===== src/rtl/conn4_pkg.sv =====
// rtl/conn4_pkg.sv - shared Connect-Four button constants, repeat-state encoding and arbitration
package conn4_pkg;

  localparam int DB_CYCLES_DEF  = 1_000_000;
  localparam int RPT_DELAY_DEF  = 40_000_000;
  localparam int RPT_PERIOD_DEF = 15_000_000;
  localparam int CNT_W_DEF      = 26;

  typedef enum logic [1:0] {
    IDLE   = 2'd0,
    DELAY  = 2'd1,
    REPEAT = 2'd2
  } rpt_state_t;

  typedef struct packed {
    logic right;
    logic left;
    logic enter;
  } move_t;

  // Opposite moves cancel each other; a drop always beats a sideways move.
  function automatic move_t arbitrate(input logic req_right, input logic req_left,
                                      input logic req_enter, input logic frz);
    move_t m;
    m = '0;
    if (!frz) begin
      m.enter = req_enter;
      m.right = req_right && !req_left && !req_enter;
      m.left  = req_left && !req_right && !req_enter;
    end
    return m;
  endfunction

endpackage


===== src/rtl/button_conditioner_if.sv =====
// rtl/button_conditioner_if.sv - raw button inputs and conditioned move pulses
interface button_conditioner_if;

  logic right_raw;
  logic left_raw;
  logic enter_raw;
  logic freeze;
  logic right;
  logic left;
  logic enter;

  modport master (
    output right_raw, left_raw, enter_raw, freeze,
    input  right, left, enter
  );

  modport slave (
    input  right_raw, left_raw, enter_raw, freeze,
    output right, left, enter
  );

endinterface


===== src/rtl/btn_debounce.sv =====
// rtl/btn_debounce.sv - two-flop synchroniser plus stability counter for one push-button
module btn_debounce
  import conn4_pkg::*;
#(
  parameter int DB_CYCLES = DB_CYCLES_DEF,
  parameter int CNT_W     = CNT_W_DEF
) (
  input  logic clk,
  input  logic reset,
  input  logic raw,
  output logic stable,
  output logic press
);

  logic             sync_1;
  logic             sync_2;
  logic [CNT_W-1:0] cnt;

  always_ff @(posedge clk or negedge reset) begin
    if (!reset) begin
      sync_1 <= 1'b0;
      sync_2 <= 1'b0;
      cnt    <= '0;
      stable <= 1'b0;
      press  <= 1'b0;
    end else begin
      sync_1 <= raw;
      sync_2 <= sync_1;
      press  <= 1'b0;
      // Any cycle of agreement restarts the count, so bounces never accumulate.
      if (sync_2 == stable) begin
        cnt <= '0;
      end else if (cnt == CNT_W'(DB_CYCLES - 1)) begin
        stable <= sync_2;
        press  <= sync_2;
        cnt    <= '0;
      end else begin
        cnt <= cnt + CNT_W'(1);
      end
    end
  end

endmodule


===== src/rtl/button_conditioner.sv =====
// rtl/button_conditioner.sv - debounced, auto-repeating, arbitrated Connect-Four button front end
module button_conditioner
  import conn4_pkg::*;
#(
  parameter int DB_CYCLES  = DB_CYCLES_DEF,
  parameter int RPT_DELAY  = RPT_DELAY_DEF,
  parameter int RPT_PERIOD = RPT_PERIOD_DEF,
  parameter int CNT_W      = CNT_W_DEF
) (
  input logic                 clk,
  input logic                 reset,
  button_conditioner_if.slave btn
);

  // Index 0 is the right channel, index 1 the left channel.
  logic [1:0]            stable_mv;
  logic [1:0]            press_mv;
  logic [1:0]            rpt;
  logic [1:0]            req_mv;
  logic                  press_enter;
  logic                  unused_enter_stable;
  logic                  hold_idle;
  rpt_state_t [1:0]      state_q;
  rpt_state_t [1:0]      state_d;
  logic [1:0][CNT_W-1:0] tmr_q;
  logic [1:0][CNT_W-1:0] tmr_d;
  move_t                 move_q;

  btn_debounce #(.DB_CYCLES(DB_CYCLES), .CNT_W(CNT_W)) u_db_right (
    .clk    (clk),
    .reset  (reset),
    .raw    (btn.right_raw),
    .stable (stable_mv[0]),
    .press  (press_mv[0])
  );

  btn_debounce #(.DB_CYCLES(DB_CYCLES), .CNT_W(CNT_W)) u_db_left (
    .clk    (clk),
    .reset  (reset),
    .raw    (btn.left_raw),
    .stable (stable_mv[1]),
    .press  (press_mv[1])
  );

  btn_debounce #(.DB_CYCLES(DB_CYCLES), .CNT_W(CNT_W)) u_db_enter (
    .clk    (clk),
    .reset  (reset),
    .raw    (btn.enter_raw),
    .stable (unused_enter_stable),
    .press  (press_enter)
  );

  // Holding both directions at once is treated as "no direction".
  assign hold_idle = btn.freeze || (stable_mv == 2'b11);

  always_ff @(posedge clk or negedge reset) begin
    if (!reset) begin
      state_q[0] <= IDLE;
      state_q[1] <= IDLE;
      tmr_q      <= '0;
    end else begin
      state_q <= state_d;
      tmr_q   <= tmr_d;
    end
  end

  always_comb begin
    state_d = state_q;
    tmr_d   = tmr_q;
    rpt     = '0;
    for (int i = 0; i < 2; i++) begin
      if (!stable_mv[i] || hold_idle) begin
        state_d[i] = IDLE;
        tmr_d[i]   = '0;
      end else begin
        case (state_q[i])
          IDLE: begin
            tmr_d[i] = '0;
            if (press_mv[i]) state_d[i] = DELAY;
          end
          DELAY: begin
            if (tmr_q[i] == CNT_W'(RPT_DELAY - 1)) begin
              rpt[i]     = 1'b1;
              state_d[i] = REPEAT;
              tmr_d[i]   = '0;
            end else begin
              tmr_d[i] = tmr_q[i] + CNT_W'(1);
            end
          end
          REPEAT: begin
            if (tmr_q[i] == CNT_W'(RPT_PERIOD - 1)) begin
              rpt[i]   = 1'b1;
              tmr_d[i] = '0;
            end else begin
              tmr_d[i] = tmr_q[i] + CNT_W'(1);
            end
          end
          default: begin
            state_d[i] = IDLE;
            tmr_d[i]   = '0;
          end
        endcase
      end
    end
  end

  assign req_mv = press_mv | rpt;

  always_ff @(posedge clk or negedge reset) begin
    if (!reset) begin
      move_q <= '0;
    end else begin
      move_q <= arbitrate(req_mv[0], req_mv[1], press_enter, btn.freeze);
    end
  end

  assign btn.right = move_q.right;
  assign btn.left  = move_q.left;
  assign btn.enter = move_q.enter;

endmodule


===== src/flat_wrapper.sv =====
// flat-port wrapper written by rule: the top's interface ports become plain ports
module button_conditioner_flat import conn4_pkg::*;
#(
  parameter int DB_CYCLES  = DB_CYCLES_DEF,
  parameter int RPT_DELAY  = RPT_DELAY_DEF,
  parameter int RPT_PERIOD = RPT_PERIOD_DEF,
  parameter int CNT_W      = CNT_W_DEF
)
  (clk, reset, btn_right_raw, btn_left_raw, btn_enter_raw, btn_freeze, btn_right, btn_left, btn_enter);
  button_conditioner_if btn_i ();
  input logic clk;
  input logic reset;
  input wire logic [$bits(btn_i.right_raw)-1:0] btn_right_raw;
  input wire logic [$bits(btn_i.left_raw)-1:0] btn_left_raw;
  input wire logic [$bits(btn_i.enter_raw)-1:0] btn_enter_raw;
  input wire logic [$bits(btn_i.freeze)-1:0] btn_freeze;
  output wire logic [$bits(btn_i.right)-1:0] btn_right;
  output wire logic [$bits(btn_i.left)-1:0] btn_left;
  output wire logic [$bits(btn_i.enter)-1:0] btn_enter;
  assign btn_i.right_raw = btn_right_raw;
  assign btn_i.left_raw = btn_left_raw;
  assign btn_i.enter_raw = btn_enter_raw;
  assign btn_i.freeze = btn_freeze;
  assign btn_right = btn_i.right;
  assign btn_left = btn_i.left;
  assign btn_enter = btn_i.enter;
  button_conditioner #(.DB_CYCLES(DB_CYCLES), .RPT_DELAY(RPT_DELAY), .RPT_PERIOD(RPT_PERIOD), .CNT_W(CNT_W)) u_core (.clk(clk), .reset(reset), .btn(btn_i));
endmodule

===== config.mk =====
export PLATFORM = sky130hd
export DESIGN_NAME = button_conditioner_flat
export DESIGN_NICKNAME = d
export VERILOG_FILES = /design/src/rtl/conn4_pkg.sv /design/src/rtl/button_conditioner_if.sv /design/src/rtl/btn_debounce.sv /design/src/rtl/button_conditioner.sv /design/src/flat_wrapper.sv
export SDC_FILE = /design/constraint.sdc
export NUM_CORES = 1
export LEC_CHECK = 0
export CAP_MARGIN = 25
export CORE_AREA = 2 2 147 92
export DETAILED_ROUTE_END_ITERATION = 8
export DIE_AREA = 0 0 149 94
export PLACE_DENSITY = 0.75
export SLEW_MARGIN = 20
export SYNTH_ARGS = -nofsm -noshare
export SYNTH_HDL_FRONTEND = slang
export SYNTH_SLANG_ARGS = --single-unit

===== constraint.sdc =====
create_clock -name clk -period 6.8 [get_ports clk]
set_input_delay 1.36 -clock clk [delete_from_list [all_inputs] [get_ports clk]]
set_output_delay 1.36 -clock clk [all_outputs]
set_load 0.01 [all_outputs]

==> summary.txt, run 1 <==
Status
  – Outcome: complete, no violations

Detailed routing
  – Final WL: 14890 um
  – Detail Route Antenna Nets: 0
  – DRC viols: 0
  – DRT Pass-1 Iters: 5
  – Via Count: 5552
  – Wire length per cell after detailed routing: 15.57 um
  – Initial DRC count: 371
  – Vias per Instance: 5.808

STA
  – Fin. Hold Viols: 0
  – RSZ-0062 raised after global routing: no
  – Final setup viols: 0
  – Rel. slew slack: 32.60%
  – Post-route setup TNS: 0 ns
  – Tcrit/Tclk final: 43.44%
  – Fin worst setup slack: 3.846 ns
  – FMAX: 338.6 MHz
  – Worst slew pin tran: 1.002 ns
  – Fin crit period: 2.954 ns
  – Max-slew violations: 0
  – Final Skew: 0.008195 ns

Floorplanning
  – Die ar.: 0.01401 sq mm
  – Boundary Pins: 9
  – Standard-cell rows: 32
  – Core area: 0.01257 sq mm
  – Die Y: 94 um
  – Starting density of the core: 59.15%
  – Die X: 149 um

Setup path
  – Reg2reg start: u_core.tmr_q[10]$_DFF_PN0_
  – CP delay by family, top: simple AND/OR/NAND/NOR gates
  – Worst EP required: 7.12 ns
  – Critical path depth: 5
  – Worst EP arrival: 3.28 ns
  – CP max stage cell: nor3b_1
  – CP startpoint kind: input port
  – Worst path max stage delay: 0.52 ns
  – Crit path buffers/inverters: 1
  – R2R depth: 5
  – Crit path to: u_core.tmr_q[10]$_DFF_PN0_
  – Worst Setup End Kind: register
  – FF-to-FF setup slack: 3.99 ns
  – Worst setup path startpoint: btn_freeze
  – Worst r2r dst: u_core.tmr_q[10]$_DFF_PN0_
  – Crit Path Category: input port to register
  – CP Max Fanout: 26
  – Crit-path cells: clkdlybuf4s50_1, nor3b_1, nand2_1, a21o_1, nor2_1

CTS
  – Htree depth: 4
  – CTS resizes: 0
  – Postcts setup bufs: 0
  – CTS tree: done
  – Cts hold-fix bufs: 0
  – CTS Buffer Depth: 2
  – TritonCTS buffer count: 17
  – Root cell of the clock tree: clkbuf_16
  – # clock sinks: 149
  – Clk Latency, worst-skew pair: 0.42 ns
  – Clock Pin Slew Worst Setup and Hold Paths: 0.06 ns

Global route
  – GR Overflow Total: 0
  – Vias in the first global route: 5285
  – Global Route Usage Sum: 23.35%
  – First-pass GRT wire length: 25920 um
  – Initial antenna violation count: 0
  – Largest net degree at the start of global routing: 85

Power
  – Sw frac: 20.97%
  – VDD IR-drop max: 0.0002019 V
  – P per Cell Area: 237.3 mW/mm^2
  – Internal: 1.556 mW
  – Part of the power in combinational logic: 1.9%
  – P_leak: 3.386 nW
  – Sw power: 0.4129 mW
  – Clock share of power: 52.5%
  – Final total power: 1.969 mW
  – Part of the power in registers: 45.6%

Placement
  – Port Buf Inserts: 8
  – Pre-CTS WS: 3.460 ns
  – Placer Congestion: 0.8439
  – Post-DP HPWL: 9707 um
  – Cell Area, Placed: 0.007632 sq mm

Logic synthesis
  – Syn Inst Count: 766
  – Async set-or-reset flop fraction in the synthesized netlist: 100.0%
  – YS warnings: 0
  – Yosys reg bits: 149
  – Cell taking the most area after synthesis: dfrtp_1
  – Area contributors post-synth: dfrtp_1 50%, xor2_1 8.1%, nor2_1 7.8%, xnor2_1 5.9%, nand4_1 4.0%
  – Synthesized Nets: 786
  – Post-synthesis cell area: 0.007436 sq mm
  – Netlist cell types: 47
  – EDFF count, synth: 0
  – Ys flop type: dfrtp_1
  – Syn_area_per_cell: 9.707 sq um
  – Sequential area share after synthesis: 50.14%
  – Synth top area share: 50.14%

Job
  – Max-Cap Viols: 0

Final layout
  – Filler cells: 931
  – Most frequent cells in the layout: 155 x nor2_1, 149 x dfrtp_1, 69 x xor2_1
  – # nets final: 793
  – Post-route cell area: 0.008297 sq mm
  – Most common cell after layout, fill and taps aside: nor2_1
  – Flip-flop and latch area: 0.003729 sq mm
  – ANT cells: 0
  – Area Overhead vs Synth: 11.58%
  – Multi-input gate area: 0.003518 sq mm
  – Layout cells sized above 1: 5.598%

Hold path
  – HP Class: register to register
## power groups by stage
stage	logic (mW)	clock network, mW	registers (mW)
finish	0.0371	1.03	0.899
CTS	0.0388	1.05	0.898
detailed placement	0.0384	0	0.915
global placement	0.0371	0	0.914
global route	0.0438	1.09	0.899
floorplan	0.0148	0	0.913
## sequential cells by signal (all words and copies together) (netlist names)
name and cells:
u_core.u_db_left.press 1, u_core.u_db_right.stable 1, u_core.tmr_q 52, u_core.u_db_left.cnt 26, u_core.u_db_left.sync_2 1, u_core.u_db_enter.cnt 26
u_core.u_db_right.cnt 26, u_core.state_q 4, u_core.u_db_enter.sync_1 1, u_core.u_db_left.sync_1 1, u_core.u_db_enter.sync_2 1, u_core.u_db_enter.stable 1
u_core.u_db_right.sync_1 1, u_core.btn.left 1, u_core.u_db_right.press 1, u_core.btn.enter 1, u_core.u_db_left.stable 1, u_core.u_db_right.sync_2 1
u_core.u_db_enter.press 1, u_core.btn.right 1
## synthesized netlist by cell type, types with 3 or more instances
library cell  instances
nand4b_1              3
nor2_1              155
ha_1                 14
nand4_1              47
clkbuf_1             18
and4_1               17
a21oi_1               6
o21ai_0               4
dfrtp_1             149
nor3_1               19
nor4b_1               5
and3_1               16
nor3b_1               4
or3_1                 4
nand2_1              45
or4_1                 5
and2_1                7
nor4_1               19
xnor2_1              50
nand3_1              52
nor4bb_1              3
buf_2                 4
mux2_2                3
inv_1                21
xor2_1               69
## cells by family (layout without fill, tap and decap cells)
group	count (synthesis)	count (layout)	share of synthesized area (%)
xor gates and xnor gates	119	119	14.02
and+or+nand+nor	411	411	28.03
adders and majority gates	14	14	2.356
buffers and inverters	45	65	2.541
AOI/OAI and AO/OA	23	23	2.188
muxes	5	5	0.7235
DFF	149	149	50.14
## through the flow
step / util, % / std cells / hold WS, ns
2_1_floorplan: - / 766 / 0.3312
3_5_place_dp: 60.71 / 922 / 0.3364
5_1_grt: 65.99 / 956 / 0.3595
3_3_place_gp: 60.67 / 921 / 0.3374
4_1_cts: 65.91 / 954 / 0.3506
6_report: 65.99 / 956 / 0.3484
## layout make-up
type | instances | area share (%)
clock buffers | 17 | 5.127
inverters | 21 | 0.9501
clock inverters | 15 | 2.760
flip-flops and latches | 149 | 44.94
repair buffers | 12 | 1.252
well taps | 170 | 2.564
multi-input cells | 572 | 42.41
## metal layers
layer,share of wire [%],global-route usage (%),wire length [um]
met3,4.3,4.757,635
met1,50,34.48,7461
met4,1.5,8.730,219
met2,44,34.10,6569
met5,0,0,0
## worst min-delay path by stage
stage	startpoint	endpoint	slack (ns)	cells after the start
6_report	u_core.u_db_enter.sync_1$_DFF_PN0_	u_core.u_db_enter.sync_2$_DFF_PN0_	0.35	0
5_1_grt	u_core.u_db_enter.sync_1$_DFF_PN0_	u_core.u_db_enter.sync_2$_DFF_PN0_	0.36	0
3_3_place_gp	u_core.u_db_enter.sync_1$_DFF_PN0_	u_core.u_db_enter.sync_2$_DFF_PN0_	0.34	0
3_5_place_dp	u_core.u_db_enter.sync_1$_DFF_PN0_	u_core.u_db_enter.sync_2$_DFF_PN0_	0.34	0
2_1_floorplan	u_core.u_db_enter.sync_1$_DFF_PN0_	u_core.u_db_enter.sync_2$_DFF_PN0_	0.33	0
4_1_cts	u_core.u_db_enter.sync_1$_DFF_PN0_	u_core.u_db_enter.sync_2$_DFF_PN0_	0.35	0
(Power assumes the default switching activity.)
==> run 2: changes to the inputs <==
--- a/config.mk
+++ b/config.mk
@@ -6,9 +6,9 @@
 export NUM_CORES = 1
 export LEC_CHECK = 0
 export CAP_MARGIN = 25
-export CORE_AREA = 2 2 147 92
+export CORE_AREA = 2 2 151 94
 export DETAILED_ROUTE_END_ITERATION = 8
-export DIE_AREA = 0 0 149 94
+export DIE_AREA = 0 0 153 96
 export PLACE_DENSITY = 0.75
 export SLEW_MARGIN = 20
 export SYNTH_ARGS = -nofsm -noshare
==> constraint.sdc (replaced) <==
create_clock -name clk -period 2.5 [get_ports clk]
set_input_delay 0.5 -clock clk [delete_from_list [all_inputs] [get_ports clk]]
set_output_delay 0.5 -clock clk [all_outputs]
set_load 0.01 [all_outputs]
==> run 2 against run 1 <==
Effect of this change:
- routed wire length increased by 3.2%
- largest power group unchanged
- global-route usage decreased by 0.97 points
- via count increased by 0.38%
- register-to-register slack got worse by 3.9 ns
- sequential power increased to 2.7 times the previous value
- die area increased by 4.9%
- combinational power increased to 3.2 times the previous value
- highest routed layer unchanged
- core utilization decreased by 3.0 points
==> summary.txt, run 2 (same netlist as run 1, synthesis figures left out) <==
Status
  – Outcome: complete, no violations

STA
  – Worst slew pin tran: 0.5379 ns
  – Tcrit/Tclk final: 96.05%
  – Fin. Hold Viols: 0
  – Final setup viols: 0
  – RSZ-0062 raised after global routing: no
  – Rel. slew slack: 64.06%
  – FMAX: 416.4 MHz
  – Max-slew violations: 0
  – Fin crit period: 2.401 ns
  – Final Skew: 0.01130 ns
  – Post-route setup TNS: 0 ns

CTS
  – TritonCTS buffer count: 17
  – Cts hold-fix bufs: 0
  – Postcts setup bufs: 0
  – Clk Latency, worst-skew pair: 0.42 ns
  – CTS resizes: 0
  – # clock sinks: 149
  – CTS tree: done
  – Htree depth: 4
  – CTS Buffer Depth: 2
  – Root cell of the clock tree: clkbuf_16
  – Clock Pin Slew Worst Setup and Hold Paths: 0.06 ns

Placement
  – Placer Congestion: 0.8419
  – Port Buf Inserts: 8
  – Cell Area, Placed: 0.007824 sq mm
  – Post-DP HPWL: 10240 um

Floorplanning
  – Boundary Pins: 9
  – Die X: 153 um
  – Standard-cell rows: 33
  – Die ar.: 0.01469 sq mm
  – Core area: 0.01334 sq mm
  – Starting density of the core: 55.76%
  – Die Y: 96 um

Setup path
  – Crit Path Category: register to register
  – Reg2reg start: u_core.tmr_q[45]$_DFF_PN0_
  – CP Max Fanout: 16
  – Crit-path cells: or4_1, or4_4, o41a_1, o21ai_4, buf_4, nor2_1
  – FF-to-FF setup slack: 0.1 ns
  – Worst path max stage delay: 0.52 ns
  – R2R depth: 6
  – Worst EP required: 2.79 ns
  – Worst r2r dst: u_core.tmr_q[38]$_DFF_PN0_
  – CP max stage cell: or4_1
  – Crit path buffers/inverters: 1
  – CP startpoint kind: register
  – Worst Setup End Kind: register
  – CP delay by family, top: simple AND/OR/NAND/NOR gates
  – Worst EP arrival: 2.70 ns

Final layout
  – Post-route cell area: 0.008396 sq mm
  – Layout cells sized above 1: 6.901%
  – Area Overhead vs Synth: 12.91%
  – Largest register FFs: 52
  – Most common cell after layout, fill and taps aside: nor2_1
  – Utilization after layout: 62.95%
  – Most frequent cells in the layout: 155 x nor2_1, 149 x dfrtp_1, 69 x xor2_1
  – Top reg by flops: u_core.tmr_q
  – # nets final: 807
  – ANT cells: 0
  – Filler cells: 1040

Job
  – Max-Cap Viols: 0

Global route
  – Global Route Usage Sum: 22.38%
  – First-pass GRT wire length: 26360 um
  – GR Overflow Total: 0
  – Initial antenna violation count: 0
  – Largest net degree at the start of global routing: 55
  – Vias in the first global route: 5384

Detailed routing
  – DRT Pass-1 Iters: 5
  – DRC viols: 0
  – Via Count: 5573
  – Detail Route Antenna Nets: 0
  – Final WL: 15360 um
  – Wire length per cell after detailed routing: 15.80 um
  – Vias per Instance: 5.734
  – Initial DRC count: 466

Hold path
  – HP Class: input port to asynchronous set/reset pin

Power
  – P_leak: 3.448 nW
  – P per Cell Area: 601.0 mW/mm^2
  – Final total power: 5.046 mW
  – VDD IR-drop max: 0.0004377 V
## run 2: cell count changes in the layout (fill, tap and decap cells not counted), sizes merged
cell,previous run,this run
buf,3,19
bufinv,5,2
clkbuf,19,20
clkinv,7,6
inv,23,21
## run 2: how the worst max path moves through the flow
stage | from | to | slack (ns) | depth (start not counted)
floorplan | u_core.tmr_q[45]$_DFF_PN0_ | u_core.tmr_q[33]$_DFF_PN0_ | 0.18 | 6
global placement | u_core.tmr_q[42]$_DFF_PN0_ | u_core.tmr_q[44]$_DFF_PN0_ | 0.14 | 6
detailed placement | u_core.tmr_q[45]$_DFF_PN0_ | u_core.tmr_q[41]$_DFF_PN0_ | 0.1 | 6
CTS | u_core.tmr_q[45]$_DFF_PN0_ | u_core.tmr_q[38]$_DFF_PN0_ | 0.10 | 6
global route | u_core.tmr_q[45]$_DFF_PN0_ | u_core.tmr_q[38]$_DFF_PN0_ | 0.02 | 6
finish | u_core.tmr_q[45]$_DFF_PN0_ | u_core.tmr_q[38]$_DFF_PN0_ | 0.1 | 6
## run 2: power by group
part | switching [mW] | leakage (nW) | internal [mW]
registers | 0.0150 | 2.06 | 2.43
logic | 0.0825 | 1.10 | 0.0364
clock network | 0.955 | 0.283 | 1.53
total | 1.05 | 3.45 | 3.99
## run 2: worst reg2reg max path, cell delays in order (launching register included)
cell	delay, ns
dfrtp_1	0.42
or4_1	0.52
or4_4	0.45
o41a_1	0.47
o21ai_4	0.13
buf_4	0.22
nor2_1	0.07
## run 2: stage by stage
step	std cells	hold slack, ns	worst slack [ns]
finish	972	0.04418	0.09872
global route	972	0.08259	0.02041
CTS	972	0.05521	0.1032
detailed placement	943	0.3372	0.09895
global placement	943	0.3347	0.1431
floorplan	766	0.2044	0.1815
## run 2: layout make-up
class	count	area (sq um)	area share [%]
flip-flops and latches	149	3729	44.41
clock buffers	20	466.7	5.559
multi-input cells	572	3518	41.91
inverters	21	78.83	0.9389
repair buffers	26	279.0	3.323
well taps	175	219.0	2.608
clock inverters	9	105.1	1.252
## run 2: routing by layer
metal  part of all wire, %  vias up  GRT usage, %
met5                     0        -             0
met4                   1.0        0         8.102
met3                   4.4       15         3.647
met2                    46      144         35.58
met1                    48     2732         31.59
li1                      -     2682             -
